### src/rtl/tmma_seq.sv
// Tile sequencer for an ARRAY_N x ARRAY_N systolic TMMA array: skews per-lane
// operand valids/k-indices through FEED, then waits out DRAIN and STORE.
`ifndef TMMA_CNT_WIDTH
`define TMMA_CNT_WIDTH 8
`endif

module tmma_lane #(
   parameter int CNT_W = 8,
   parameter int T_W   = 11,
   parameter int LANE  = 0
) (
   input  logic             clk,
   input  logic             rst_n,
   input  logic             ld,
   input  logic             clr,
   input  logic [T_W-1:0]   step,
   input  logic [CNT_W-1:0] k,
   output logic             valid,
   output logic [CNT_W-1:0] cnt
);
   logic [T_W-1:0] rel;
   logic           in_win;

   assign rel    = step - T_W'(LANE);
   assign in_win = (step >= T_W'(LANE)) && (rel < T_W'(k));

   // Neither ld nor clr means a held FEED cycle: drop valid, keep the index.
   always_ff @(posedge clk or negedge rst_n) begin
      if (!rst_n) begin
         valid <= 1'b0;
         cnt   <= '0;
      end else if (clr) begin
         valid <= 1'b0;
         cnt   <= '0;
      end else if (ld) begin
         valid <= in_win;
         cnt   <= in_win ? rel[CNT_W-1:0] : '0;
      end else begin
         valid <= 1'b0;
      end
   end
endmodule

module tmma_seq #(
   parameter int ARRAY_N = 4,
   parameter int CNT_W   = `TMMA_CNT_WIDTH
) (
   input  logic                     clk,
   input  logic                     rst_n,
   input  logic                     start_i,
   input  logic [CNT_W-1:0]         k_len_i,
   input  logic                     hold_i,
   output logic [ARRAY_N-1:0]       left_valid_o,
   output logic [ARRAY_N*CNT_W-1:0] left_cnt_o,
   output logic [ARRAY_N-1:0]       top_valid_o,
   output logic [ARRAY_N*CNT_W-1:0] top_cnt_o,
   output logic [ARRAY_N-1:0]       storec_o,
   output logic                     busy_o,
   output logic                     done_o
);
   localparam int T_W = CNT_W + $clog2(ARRAY_N) + 1;
   localparam int P_W = $clog2(ARRAY_N) + 1;

   typedef enum logic [1:0] {IDLE, FEED, DRAIN, STORE} state_t;

   state_t                          state;
   logic [T_W-1:0]                  t;
   logic [CNT_W-1:0]                k_q;
   logic [P_W-1:0]                  ph;
   logic [T_W-1:0]                  last;
   logic                            ld, clr;
   logic [T_W-1:0]                  step;
   logic [CNT_W-1:0]                k_eff;
   logic [ARRAY_N-1:0]              lane_v;
   logic [ARRAY_N-1:0][CNT_W-1:0]   lane_c;

   // t is the next step to emit; steps 0..K+N-2 cover every lane's window.
   assign last  = T_W'(k_q) + T_W'(ARRAY_N - 1);
   assign k_eff = (state == IDLE) ? k_len_i : k_q;

   always_comb begin
      ld   = 1'b0;
      clr  = 1'b0;
      step = t;
      case (state)
         IDLE: begin
            step = '0;
            if (start_i && k_len_i != '0) ld = 1'b1;
            else                          clr = 1'b1;
         end
         FEED: begin
            if (!hold_i) begin
               if (t < last) ld  = 1'b1;
               else          clr = 1'b1;
            end
         end
         default: clr = 1'b1;
      endcase
   end

   always_ff @(posedge clk or negedge rst_n) begin
      if (!rst_n) begin
         state    <= IDLE;
         t        <= '0;
         k_q      <= '0;
         ph       <= '0;
         storec_o <= '0;
         busy_o   <= 1'b0;
         done_o   <= 1'b0;
      end else begin
         done_o   <= 1'b0;
         storec_o <= '0;
         case (state)
            IDLE: begin
               if (start_i) begin
                  if (k_len_i == '0) begin
                     done_o <= 1'b1;
                  end else begin
                     k_q    <= k_len_i;
                     t      <= T_W'(1);
                     state  <= FEED;
                     busy_o <= 1'b1;
                  end
               end
            end
            FEED: begin
               if (!hold_i) begin
                  if (t < last) begin
                     t <= t + T_W'(1);
                  end else begin
                     state <= DRAIN;
                     ph    <= '0;
                  end
               end
            end
            DRAIN: begin
               if (ph == P_W'(ARRAY_N - 1)) begin
                  state    <= STORE;
                  ph       <= '0;
                  storec_o <= '1;
               end else begin
                  ph <= ph + P_W'(1);
               end
            end
            STORE: begin
               if (ph == P_W'(ARRAY_N - 1)) begin
                  state  <= IDLE;
                  t      <= '0;
                  busy_o <= 1'b0;
                  done_o <= 1'b1;
               end else begin
                  ph <= ph + P_W'(1);
               end
            end
            default: state <= IDLE;
         endcase
      end
   end

   for (genvar g = 0; g < ARRAY_N; g++) begin : g_lane
      tmma_lane #(.CNT_W(CNT_W), .T_W(T_W), .LANE(g)) u_lane (
         .clk   (clk),
         .rst_n (rst_n),
         .ld    (ld),
         .clr   (clr),
         .step  (step),
         .k     (k_eff),
         .valid (lane_v[g]),
         .cnt   (lane_c[g])
      );
   end

   // Row i and column i share a skew, so both edges are fed from one lane.
   assign left_valid_o = lane_v;
   assign top_valid_o  = lane_v;
   assign left_cnt_o   = lane_c;
   assign top_cnt_o    = lane_c;
endmodule

### config.mk
export PLATFORM = sky130hd
export DESIGN_NAME = tmma_seq
export DESIGN_NICKNAME = d
export VERILOG_FILES = /design/src/rtl/tmma_seq.sv
export SDC_FILE = /design/constraint.sdc
export NUM_CORES = 1
export LEC_CHECK = 0
export BUFFER_PORTS_ARGS = -buffer_cell sky130_fd_sc_hd__buf_2
export CORE_ASPECT_RATIO = 1.75
export CORE_MARGIN = 2
export CORE_UTILIZATION = 57
export DETAILED_ROUTE_END_ITERATION = 16
export GPL_TIMING_DRIVEN = 0
export PLACE_DENSITY = 0.85
export SYNTH_ARGS = -nofsm -noshare
export SYNTH_HDL_FRONTEND = slang
export SYNTH_SLANG_ARGS = --single-unit
export TNS_END_PERCENT = 10
### constraint.sdc
create_clock -name clk -period 3.5 [get_ports clk]
set_input_delay 1.05 -clock clk [delete_from_list [all_inputs] [get_ports clk]]
set_output_delay 1.05 -clock clk [all_outputs]
set_load 0.005 [all_outputs]
==> results of run 1 <==
-- final timing paths --
check,start,to,cells after the start,slack (ns)
max reg2reg,state[1]$_DFFE_PN0P_,g_lane[3].u_lane.cnt[0]$_DFFE_PN0P_,12,0.07
max,state[1]$_DFFE_PN0P_,g_lane[3].u_lane.cnt[0]$_DFFE_PN0P_,12,0.07
min,g_lane[2].u_lane.cnt[4]$_DFFE_PN0P_,g_lane[2].u_lane.cnt[4]$_DFFE_PN0P_,2,0.49
max in group asynchronous,rst_n,k_q[0]$_DFFE_PN0P_,1,2.09
min reg2reg,g_lane[2].u_lane.cnt[4]$_DFFE_PN0P_,g_lane[2].u_lane.cnt[4]$_DFFE_PN0P_,2,0.49
min in group asynchronous,rst_n,t[7]$_DFFE_PN0P_,1,0.80
-- cell usage after synthesis, types with 6 or more instances --
cell type  count  area share
inv_1         29       0.022
nor2_1        25       0.019
xnor2_1       17       0.030
o21ai_1        7      0.0071
a21oi_1       22       0.022
dfrtp_1       63        0.32
clkbuf_1      11      0.0084
a31oi_1        8       0.010
ha_1          45        0.11
mux2i_1       10       0.020
nand4_1        7      0.0089
nand3_1       25       0.025
buf_2         10       0.010
o21ai_0       31       0.032
mux2_2        10       0.023
o31ai_1        6      0.0092
nor3_1         9      0.0092
buf_4         45       0.069
o211ai_1       6      0.0092
and2_1         9       0.011
nand2_1       68       0.052
-- per-stage QoR --
step                 TNS, ns  hold slack [ns]  power [W]
floorplan                  0            0.484    0.00304
global placement       -6.41            0.481    0.00367
detailed placement    -10.28            0.488    0.00382
CTS                 -0.00231            0.499    0.00488
global route          -0.269            0.530    0.00551
finish                     0            0.495    0.00519
-- metal layers --
metal | vias up | track usage | wire length (µm)
met1 | 2200 | 0.330 | 4910
met4 | 0 | 0.242 | 1170
li1 | 2118 | - | -
met5 | - | 0 | 0
met3 | 86 | 0.0572 | 755
met2 | 224 | 0.540 | 7690
-- report_power, final --
group	switching [W]	leakage [nW]	internal (W)
combinational	0.00193	2.02	0.00138
sequential	0.000164	0.845	0.000857
clock	0.000316	0.148	0.000552
-- cell families (layout without fill, tap and decap cells) --
logic type / after synthesis / count (layout) / synth area share
simple gates: 179 / 179 / 0.189
compound gates: 119 / 119 / 0.179
buf+inv: 99 / 213 / 0.114
flops: 63 / 63 / 0.321
fa+ha+maj: 45 / 45 / 0.115
xor+xnor: 22 / 22 / 0.0392
mux: 20 / 20 / 0.0433
-- critical path: cells and delay by family (launching register included) --
family,cells,cell delay [ns]
compound gates,2,0.73
fa+ha+maj,2,0.52
buf+inv,5,0.86
flops,1,0.40
mux,1,0.35
simple gates,2,0.48
-- repair_timing --
action | in CTS | in global routing
resized for setup | 22 | 21
hold endpoints to repair | 0 | 0
buffers inserted | 1 | 10
gates cloned | 0 | 0
pin swaps | 4 | 9
setup endpoints to repair | 36 | 48
-- final cells by class --
type / count / area [µm²]
Tap cell: 115 / 144
Multi-Input combinational cell: 385 / 2930
Buffer: 68 / 473
Inverter: 30 / 118
Clock buffer: 13 / 280
Fill cell: 612 / 2250
Timing Repair Buffer: 100 / 531
Clock inverter: 2 / 13.8
Sequential cell: 63 / 1580
-- state kept, by name, summed over array words and instances (netlist names) --
signal	cells
busy_o	1
done_o	1
g_lane.u_lane.cnt	32
g_lane.u_lane.valid	4
k_q	8
ph	3
state	2
storec_o	1
t	11
==> results.cfg, run 1 <==
[layout]
finish.utilization = 0.730
final_layout_size_suffix_gt1_frac = 0.352
num_antenna_cells = 0
final_nets = 714
most-common-layout-cells = buf_2, nand2_1, dfrtp_1
area_growth_syn_to_layout_pct = 23.4
layout.cells.most_common = buf_2
final_design_area_no_fill_um2 = 6070
final_cell_count_no_fill = 776

[floorplan]
die_w_um = 74.2
row_count = 44
coreArea_um2 = 8310
floorplan.die.height_um = 127
dieArea_um2 = 9410
floorplan.initialDensity = 0.591
top_level_ports = 90

[placed_design]
preCtsSetupSlack_ns = -0.450
placement.cell_area_um2 = 5500
place_hpwl_um = 10500
number_of_buffers_inserted_by_port_buffering = 89
place_congestion = 0.933
placed_cells = 751

[global_route]
antenna_found_initial = 0
globalRoute.totalOverflow = 0
grt_pass1_vias = 4594
grt_max_degree = 64
grt_pass1_wl_um = 22600
gr-usage-all-layers = 0.317

[synthesis]
syn_inst = 547
postSynth.asyncResetShare = 1.00
synth_area_per_cell_um2 = 8.98
synth.distinct_cells = 76
synth.net_count = 604
dominantRegCellSynth = dfrtp_1
synth_seq_area_share = 0.321
synth_edf_count = 0
synth_warnings = 0
syn_area_um2 = 4910
synth-seq-cells = 63

[sta]
postLayoutSetupSlackWorst_ns = 0.0709
finalCritPeriodShare = 0.980
drv_slew = 0
fin_worst_skew_ns = 0.00712
finalSetupViolCount = 0
period_minus_slack_ns = 3.43
measured_slew_at_the_worst_slew_check_pin_ns = 0.831
fin_hold_viols = 0
fmaxAchievable_mhz = 292
timing.slew.headroom = 0.446

[worst_setup_path]
arrival_time_of_data_at_the_critical_path_endpoint_ns = 3.68
worstSetupPathType = reg2reg
crit_path_max_incr_delay_ns = 0.49
critical_path.cell_chain = inv_1 -> ha_2 -> buf_6 -> buf_4 -> buf_6 -> buf_8 -> mux2i_4 -> ha_1 -> a2111o_1 -> nor3_4 -> nand4_1 -> o21ai_1
worstSetupEndpointType = register
critPathMostFrequentCell = buf_6
critical_path.slowest_cell = a2111o_1
cp.required_ns = 3.75
worst-path-max-fanout = 10
start_kind = register

[pwr]
power-per-cell-area_nw_per_um2 = 856
p_leak_nw = 3.01
vdd_ir_drop_max_mv = 0.621

[cts]
hold_bufs_at_cts = 0
cts.path.max_buffers = 2
tritoncts_clock_tree = done
clk_latency_ns = 0.34
cts_made_buffers = 9
cts_root_buf = clkbuf_16
clock_sink_count = 63
cts.reportedPaths.clkPinSlew_ns = 0.05
htree_num_levels = 3

[worst_hold_path]
hold_path_class = reg2reg

[routing]
total_number_of_vias = 4628
drt_iter0_markers = 332
drcViolationCount = 0
route.final.wire_length_um = 14500
final_antenna_net_count = 0
drt_first_pass_iters = 7
vias_per_cell = 5.96
wl_per_cell_um = 18.7

[status]
outcome = finished clean

[flow_run]
max-cap-violations = 0
(Power assumes the default switching activity.)
==> run 2, diff against run 1 <==
- SYNTH_HIERARCHICAL: not set -> 1
==> run 2 against run 1 <==
Net effect: the flow now finishes with violations (setup timing); via count increased by 7.2%; critical path type unchanged; non-clock buffer count up 1; worst hold slack better by 0.017 ns; synthesized cell count shrank 2.2%; register-to-register slack got worse by 0.12 ns; power is 8.1% higher; global-route usage is 0.14 points higher; count of clock-buffer cells in the layout unchanged; largest power group unchanged; sequential power barely moved; clock power grew 20%; sequential share of layout area down 1.2 points; routed wire length up 7.1%.
==> results.cfg, run 2 <==
[cts]
htree_num_levels = 3
cts.path.max_buffers = 2
clock_sink_count = 63
clk_latency_ns = 0.34
cts.reportedPaths.clkPinSlew_ns = 0.05
cts_root_buf = clkbuf_16
tritoncts_clock_tree = done
cts_made_buffers = 9

[sta]
postLayoutSetupSlackWorst_ns = -0.0468
fmaxAchievable_mhz = 282
drv_slew = 0
finalCritPeriodShare = 1.01
timing.slew.headroom = 0.310
fin_worst_skew_ns = 0.00200
grt_setup_unrepaired = true
measured_slew_at_the_worst_slew_check_pin_ns = 1.02
finalSetupViolCount = 6
period_minus_slack_ns = 3.55
fin_hold_viols = 0

[global_route]
grt_pass1_vias = 4720
gr-usage-all-layers = 0.318
grt_pass1_wl_um = 23000
antenna_found_initial = 0
grt_max_degree = 64
globalRoute.totalOverflow = 0

[status]
failed_checks = setup timing
outcome = finished with violations

[placed_design]
placed_cells = 739
number_of_buffers_inserted_by_port_buffering = 89
preCtsSetupSlack_ns = -1.15
place_congestion = 0.884
place_hpwl_um = 9470

[routing]
drcViolationCount = 0
route.final.wire_length_um = 15600
total_number_of_vias = 4962
final_antenna_net_count = 0
wl_per_cell_um = 19.8
vias_per_cell = 6.30
drt_iter0_markers = 528
drt_first_pass_iters = 5

[layout]
final_nets = 727
sequential_standard_cell_area_um2 = 1580
layout.cells.most_common = buf_2
area_of_the_multi_input_gates_um2 = 3030
largest_registers = g_lane.u_lane/cnt (32), t (11), k_q (8)
final_layout_size_suffix_gt1_frac = 0.390
final_cell_count_no_fill = 787
num-fill-cells = 517
registers.top_by_ff_count = g_lane.u_lane/cnt
most-common-layout-cells = buf_2, buf_4, dfrtp_1
num_antenna_cells = 0
flip_flop_count_of_the_largest_register_after_layout = 32
area_growth_syn_to_layout_pct = 29.0

[worst_setup_path]
worstSetupEndpointType = register
worstSetupPathType = reg2reg
start_kind = register
timing.rr.start = k_q[1]$_DFFE_PN0P_
worst_setup_path_startpoint = k_q[1]$_DFFE_PN0P_
worst-path-max-fanout = 5
arrival_time_of_data_at_the_critical_path_endpoint_ns = 3.83
r2r_cells = 15
cp.required_ns = 3.78

[synthesis]
yosysTopAreaCellShare = 0.320
synth_edf_count = 0
postSynth.asyncResetShare = 1.00
synth_area_per_cell_um2 = 9.22
synth_warnings = 6
dominantRegCellSynth = dfrtp_1
syn_area_um2 = 4930
synth.most_common_cell = dfrtp_1
synth_seq_area_share = 0.320
synth.net_count = 595
synth-seq-cells = 63
synth_top_cell_by_area = dfrtp_1
synth_area_leaders = dfrtp_1, ha_1, buf_4
syn_inst = 535
synth.distinct_cells = 71
synth_top_cells_by_count = dfrtp_1, inv_1, nand2_1

[pwr]
sequentialPowerShare = 0.178
p_int_w = 0.00301
switching_power_w = 0.00260
power.clock.fraction = 0.186
vdd_ir_drop_max_mv = 0.458
p_sw_frac = 0.464
p_leak_nw = 3.30
power-per-cell-area_nw_per_um2 = 882
power.share.combinational = 0.636

[floorplan]
floorplan.die.height_um = 127
row_count = 44
coreArea_um2 = 8370
die_w_um = 74.3
top_level_ports = 90
dieArea_um2 = 9440
floorplan.initialDensity = 0.589

[flow_run]
max-cap-violations = 0

[worst_hold_path]
hold_path_class = reg2reg
min_delay_path_depth = 2
worstHoldStart = g_lane[3].u_lane/cnt[0]$_DFFE_PN0P_
[run 2: through the flow]
step	TNS, ns	hold slack, ns	power [W]	utilization	instance area, µm²
finish	-0.219	0.512	0.00561	0.760	6360
global route	-2.51	0.534	0.00592	0.760	6360
CTS	0	0.514	0.00518	0.738	6180
detailed placement	-22.13	0.502	0.00377	0.662	5540
global placement	-17.14	0.479	0.00360	0.662	5540
floorplan	-0.375	0.480	0.00303	-	4950
[run 2: final timing paths]
check                                                 endpoint  slack, ns
hold reg to reg            g_lane[3].u_lane/cnt[0]$_DFFE_PN0P_       0.51
hold / removal             g_lane[3].u_lane/cnt[0]$_DFFE_PN0P_       0.51
setup reg to reg           g_lane[1].u_lane/cnt[3]$_DFFE_PN0P_      -0.05
setup / recovery           g_lane[1].u_lane/cnt[3]$_DFFE_PN0P_      -0.05
min in group asynchronous                     t[2]$_DFFE_PN0P_       0.81
max in group asynchronous                   k_q[2]$_DFFE_PN0P_       2.11
[run 2: cell families (layout without fill, tap and decap cells)]
| family | Yosys count | count (layout) | share of synthesized area |
|---|---|---|---|
| buf+inv | 100 | 235 | 0.112 |
| xor+xnor | 22 | 22 | 0.0391 |
| mux | 17 | 17 | 0.0381 |
| fa+ha+maj | 48 | 48 | 0.122 |
| simple gates | 161 | 161 | 0.178 |
| compound gates | 124 | 126 | 0.192 |
| flops | 63 | 63 | 0.320 |
[run 2: power groups by stage]
stage	sequential [W]	clock [W]	combinational (W)
finish	0.000999	0.00104	0.00357
CTS	0.000979	0.00105	0.00316
floorplan	0.000960	0	0.00207
global placement	0.000981	0	0.00262
detailed placement	0.000991	0	0.00278
global route	0.00101	0.00109	0.00382
[run 2: per-layer routing]
layer	GRT usage	wire [µm]	vias to the layer above
met5	0	0	-
met3	0.0757	1170	111
met4	0.241	1130	0
met2	0.520	7980	354
li1	-	-	2156
met1	0.344	5280	2341
[run 2: final cells by class]
class / count / share of cell area
Buffer: 50 / 0.0639
Clock buffer: 13 / 0.0393
Clock inverter: 3 / 0.0142
Inverter: 50 / 0.0295
Multi-Input combinational cell: 374 / 0.477
Sequential cell: 63 / 0.248
Tap cell: 115 / 0.0226
Timing Repair Buffer: 119 / 0.106
[run 2: critical path, stage by stage (launching register included)]
cell,delay (ns)
dfrtp_1,0.40
inv_2,0.11
ha_4,0.16
nor2_4,0.04
buf_4,0.13
buf_4,0.13
xnor2_1,0.12
ha_1,0.33
a21oi_2,0.18
o21ai_2,0.10
a211oi_4,0.38
nand2_2,0.15
o21bai_4,0.25
or4b_4,0.55
a31oi_4,0.25
a32o_2,0.21
[run 2: repair_timing]
item,CTS,global route
pin swaps,9,14
endpoints found under the setup margin,36,36
gates resized for setup,35,23
setup buffers,17,13
hold buffers,0,0
cloned,2,0
==> run 3, diff against run 2 <==
- BUFFER_PORTS_ARGS: -buffer_cell sky130_fd_sc_hd__buf_2 -> not set
- CORE_UTILIZATION: 57 -> 65
- DONT_BUFFER_PORTS: not set -> 1
==> run 3 against run 2 <==
Net effect: the run still ends with setup timing left; setup slack got worse by 0.041 ns; power fell by 3.8%; register-to-register slack got worse by 0.04 ns; final area fell by 9.0%; sequential power barely moved; cell count fell by 16%; first-iteration DRC count fell by 28%; core utilization rose by 1.6 points; global-route usage rose by 1.8 points; largest cell class unchanged; count of clock-buffer cells in the layout fell by 3.
==> results.cfg, run 3 (synthesis results as in run 2) <==
[status]
outcome = finished with violations
failed_checks = setup timing

[routing]
wl_per_cell_um = 21.6
final_antenna_net_count = 0
route.final.wire_length_um = 14200
drt_iter0_markers = 379
vias_per_cell = 6.71
drcViolationCount = 0
drt_first_pass_iters = 5
total_number_of_vias = 4419

[layout]
final_nets = 626
most-common-layout-cells = dfrtp_1, buf_4, nand2_1
layout.cells.most_common = dfrtp_1
num-fill-cells = 475
flip_flop_count_of_the_largest_register_after_layout = 32
num_antenna_cells = 0
registers.top_by_ff_count = g_lane.u_lane/cnt
final_cell_count_no_fill = 659
area_growth_syn_to_layout_pct = 17.4
final_layout_size_suffix_gt1_frac = 0.278
largest_registers = g_lane.u_lane/cnt (32), t (11), k_q (8)

[floorplan]
top_level_ports = 90
floorplan.initialDensity = 0.661
die_w_um = 69.9
floorplan.die.height_um = 119
dieArea_um2 = 8330
row_count = 42
coreArea_um2 = 7460

[sta]
fin_worst_skew_ns = 0.00549
measured_slew_at_the_worst_slew_check_pin_ns = 0.918
finalCritPeriodShare = 1.03
fmaxAchievable_mhz = 279
finalSetupViolCount = 10
final_hold_slack_ns = 0.399
postLayoutSetupSlackWorst_ns = -0.0882
grt_setup_unrepaired = true
drv_slew = 0
fin_hold_viols = 0
timing.slew.headroom = 0.388
period_minus_slack_ns = 3.59

[pwr]
power-per-cell-area_nw_per_um2 = 932
total_power_w = 0.00540
power.clock.fraction = 0.183
vdd_ir_drop_max_mv = 0.595
p_leak_nw = 2.75
sequentialPowerShare = 0.186
p_sw_frac = 0.474
switching_power_w = 0.00256
power.share.combinational = 0.632
p_int_w = 0.00284

[cts]
cts.path.max_buffers = 2
htree_num_levels = 3
clk_latency_ns = 0.34
cts.reportedPaths.clkPinSlew_ns = 0.06
cts_root_buf = clkbuf_16
tritoncts_clock_tree = done
clock_sink_count = 63
cts_made_buffers = 9

[placed_design]
place_congestion = 0.905
preCtsSetupSlack_ns = -1.05
placed_cells = 623
number_of_buffers_inserted_by_port_buffering = 0
place_hpwl_um = 9060

[global_route]
gr-usage-all-layers = 0.336
grt_pass1_wl_um = 21800
grt_pass1_vias = 4394
grt_max_degree = 64
globalRoute.totalOverflow = 0
antenna_found_initial = 0

[worst_setup_path]
timing.rr.start = k_q[1]$_DFFE_PN0P_
crit_path_max_incr_delay_ns = 0.57
r2r_cells = 13
worst-path-max-fanout = 5
critical_path.cell_chain = inv_2 -> ha_4 -> nor2_4 -> and3_4 -> nand3_4 -> ha_4 -> a2111o_1 -> a211oi_4 -> o21ai_2 -> a21o_4 -> or4b_4 -> a31oi_4 -> a32o_2
reg2reg_to = g_lane[1].u_lane/cnt[3]$_DFFE_PN0P_
worstSetupEndpointType = register
ff2ff_setup_slack_ns = -0.09
worstSetupPathType = reg2reg
critPathMostFrequentCell = ha_4
start_kind = register
critical_path.slowest_cell = or4b_4
arrival_time_of_data_at_the_critical_path_endpoint_ns = 3.87
cp.required_ns = 3.78

[worst_hold_path]
hold_path_class = in2async

[flow_run]
max-cap-violations = 0
[run 3: changes by cell type in the layout (fill, tap and decap cells not counted), sizes merged]
cell      previous run  this run
clkbuf              17        14
clkinv               0         1
inv                 50        51
bufinv               3         2
buf                165        64
clkinvlp             0         2
[run 3: layer usage]
| metal | part of all wire | track usage | vias to the layer above |
|---|---|---|---|
| met3 | 0.067 | 0.0829 | 82 |
| met5 | 0 | 0 | - |
| met4 | 0.070 | 0.225 | 0 |
| met1 | 0.35 | 0.356 | 2130 |
| met2 | 0.52 | 0.579 | 258 |
| li1 | - | - | 1949 |
[run 3: worst max-delay path: cells and delay by family, from the launching register on]
family          cells  cell delay (ns)
simple gates        4             1.00
fa+ha+maj           2             0.44
buf+inv             1             0.07
compound gates      6             1.63
flops               1             0.38
[run 3: final cells by class]
| cell class | count | area (µm²) | area share |
|---|---|---|---|
| buffer | 50 | 395 | 0.0683 |
| timing repair buffer | 18 | 151 | 0.0261 |
| clock buffer | 10 | 239 | 0.0413 |
| multi-input combinational | 374 | 3040 | 0.524 |
| tap | 88 | 110 | 0.0190 |
| clock inverter | 6 | 92.6 | 0.0160 |
| inverter | 50 | 188 | 0.0324 |
| sequential | 63 | 1580 | 0.272 |
[run 3: power groups by stage]
| stage | Combinational (W) | Clock, W | Sequential [W] |
|---|---|---|---|
| 6_report | 0.00341 | 0.000987 | 0.00100 |
| 5_1_grt | 0.00370 | 0.00103 | 0.00102 |
| 4_1_cts | 0.00304 | 0.000989 | 0.000990 |
| 3_5_place_dp | 0.00269 | 0 | 0.00100 |
| 3_3_place_gp | 0.00255 | 0 | 0.000994 |
| 2_1_floorplan | 0.00207 | 0 | 0.000960 |
[run 3: through the flow]
stage | utilization | setup TNS (ns) | cell area (µm²)
2_1_floorplan | - | -0.375 | 4950
3_3_place_gp | 0.678 | -16.27 | 5060
3_5_place_dp | 0.678 | -20.05 | 5060
4_1_cts | 0.754 | -0.0838 | 5620
5_1_grt | 0.776 | -1.80 | 5790
6_report | 0.776 | -0.556 | 5790
[run 3: timing repair]
action | in CTS | in global routing
setup endpoints to repair | 36 | 36
gates resized for setup | 31 | 31
buffers inserted | 11 | 7
hold buffers | 0 | 0
pin swaps | 8 | 15
gates cloned | 2 | 0
[run 3: worst max-delay path by stage]
stage	cells past startpoint	slack [ns]	end	startpoint
floorplan	16	-0.05	g_lane[1].u_lane/cnt[0]$_DFFE_PN0P_	state[0]$_DFFE_PN0P_
global placement	16	-0.94	g_lane[1].u_lane/cnt[1]$_DFFE_PN0P_	state[0]$_DFFE_PN0P_
detailed placement	16	-1.05	g_lane[1].u_lane/cnt[0]$_DFFE_PN0P_	state[0]$_DFFE_PN0P_
CTS	13	-0.03	g_lane[1].u_lane/cnt[6]$_DFFE_PN0P_	k_q[0]$_DFFE_PN0P_
global route	14	-0.16	g_lane[1].u_lane/cnt[6]$_DFFE_PN0P_	k_q[1]$_DFFE_PN0P_
finish	13	-0.09	g_lane[1].u_lane/cnt[3]$_DFFE_PN0P_	k_q[1]$_DFFE_PN0P_
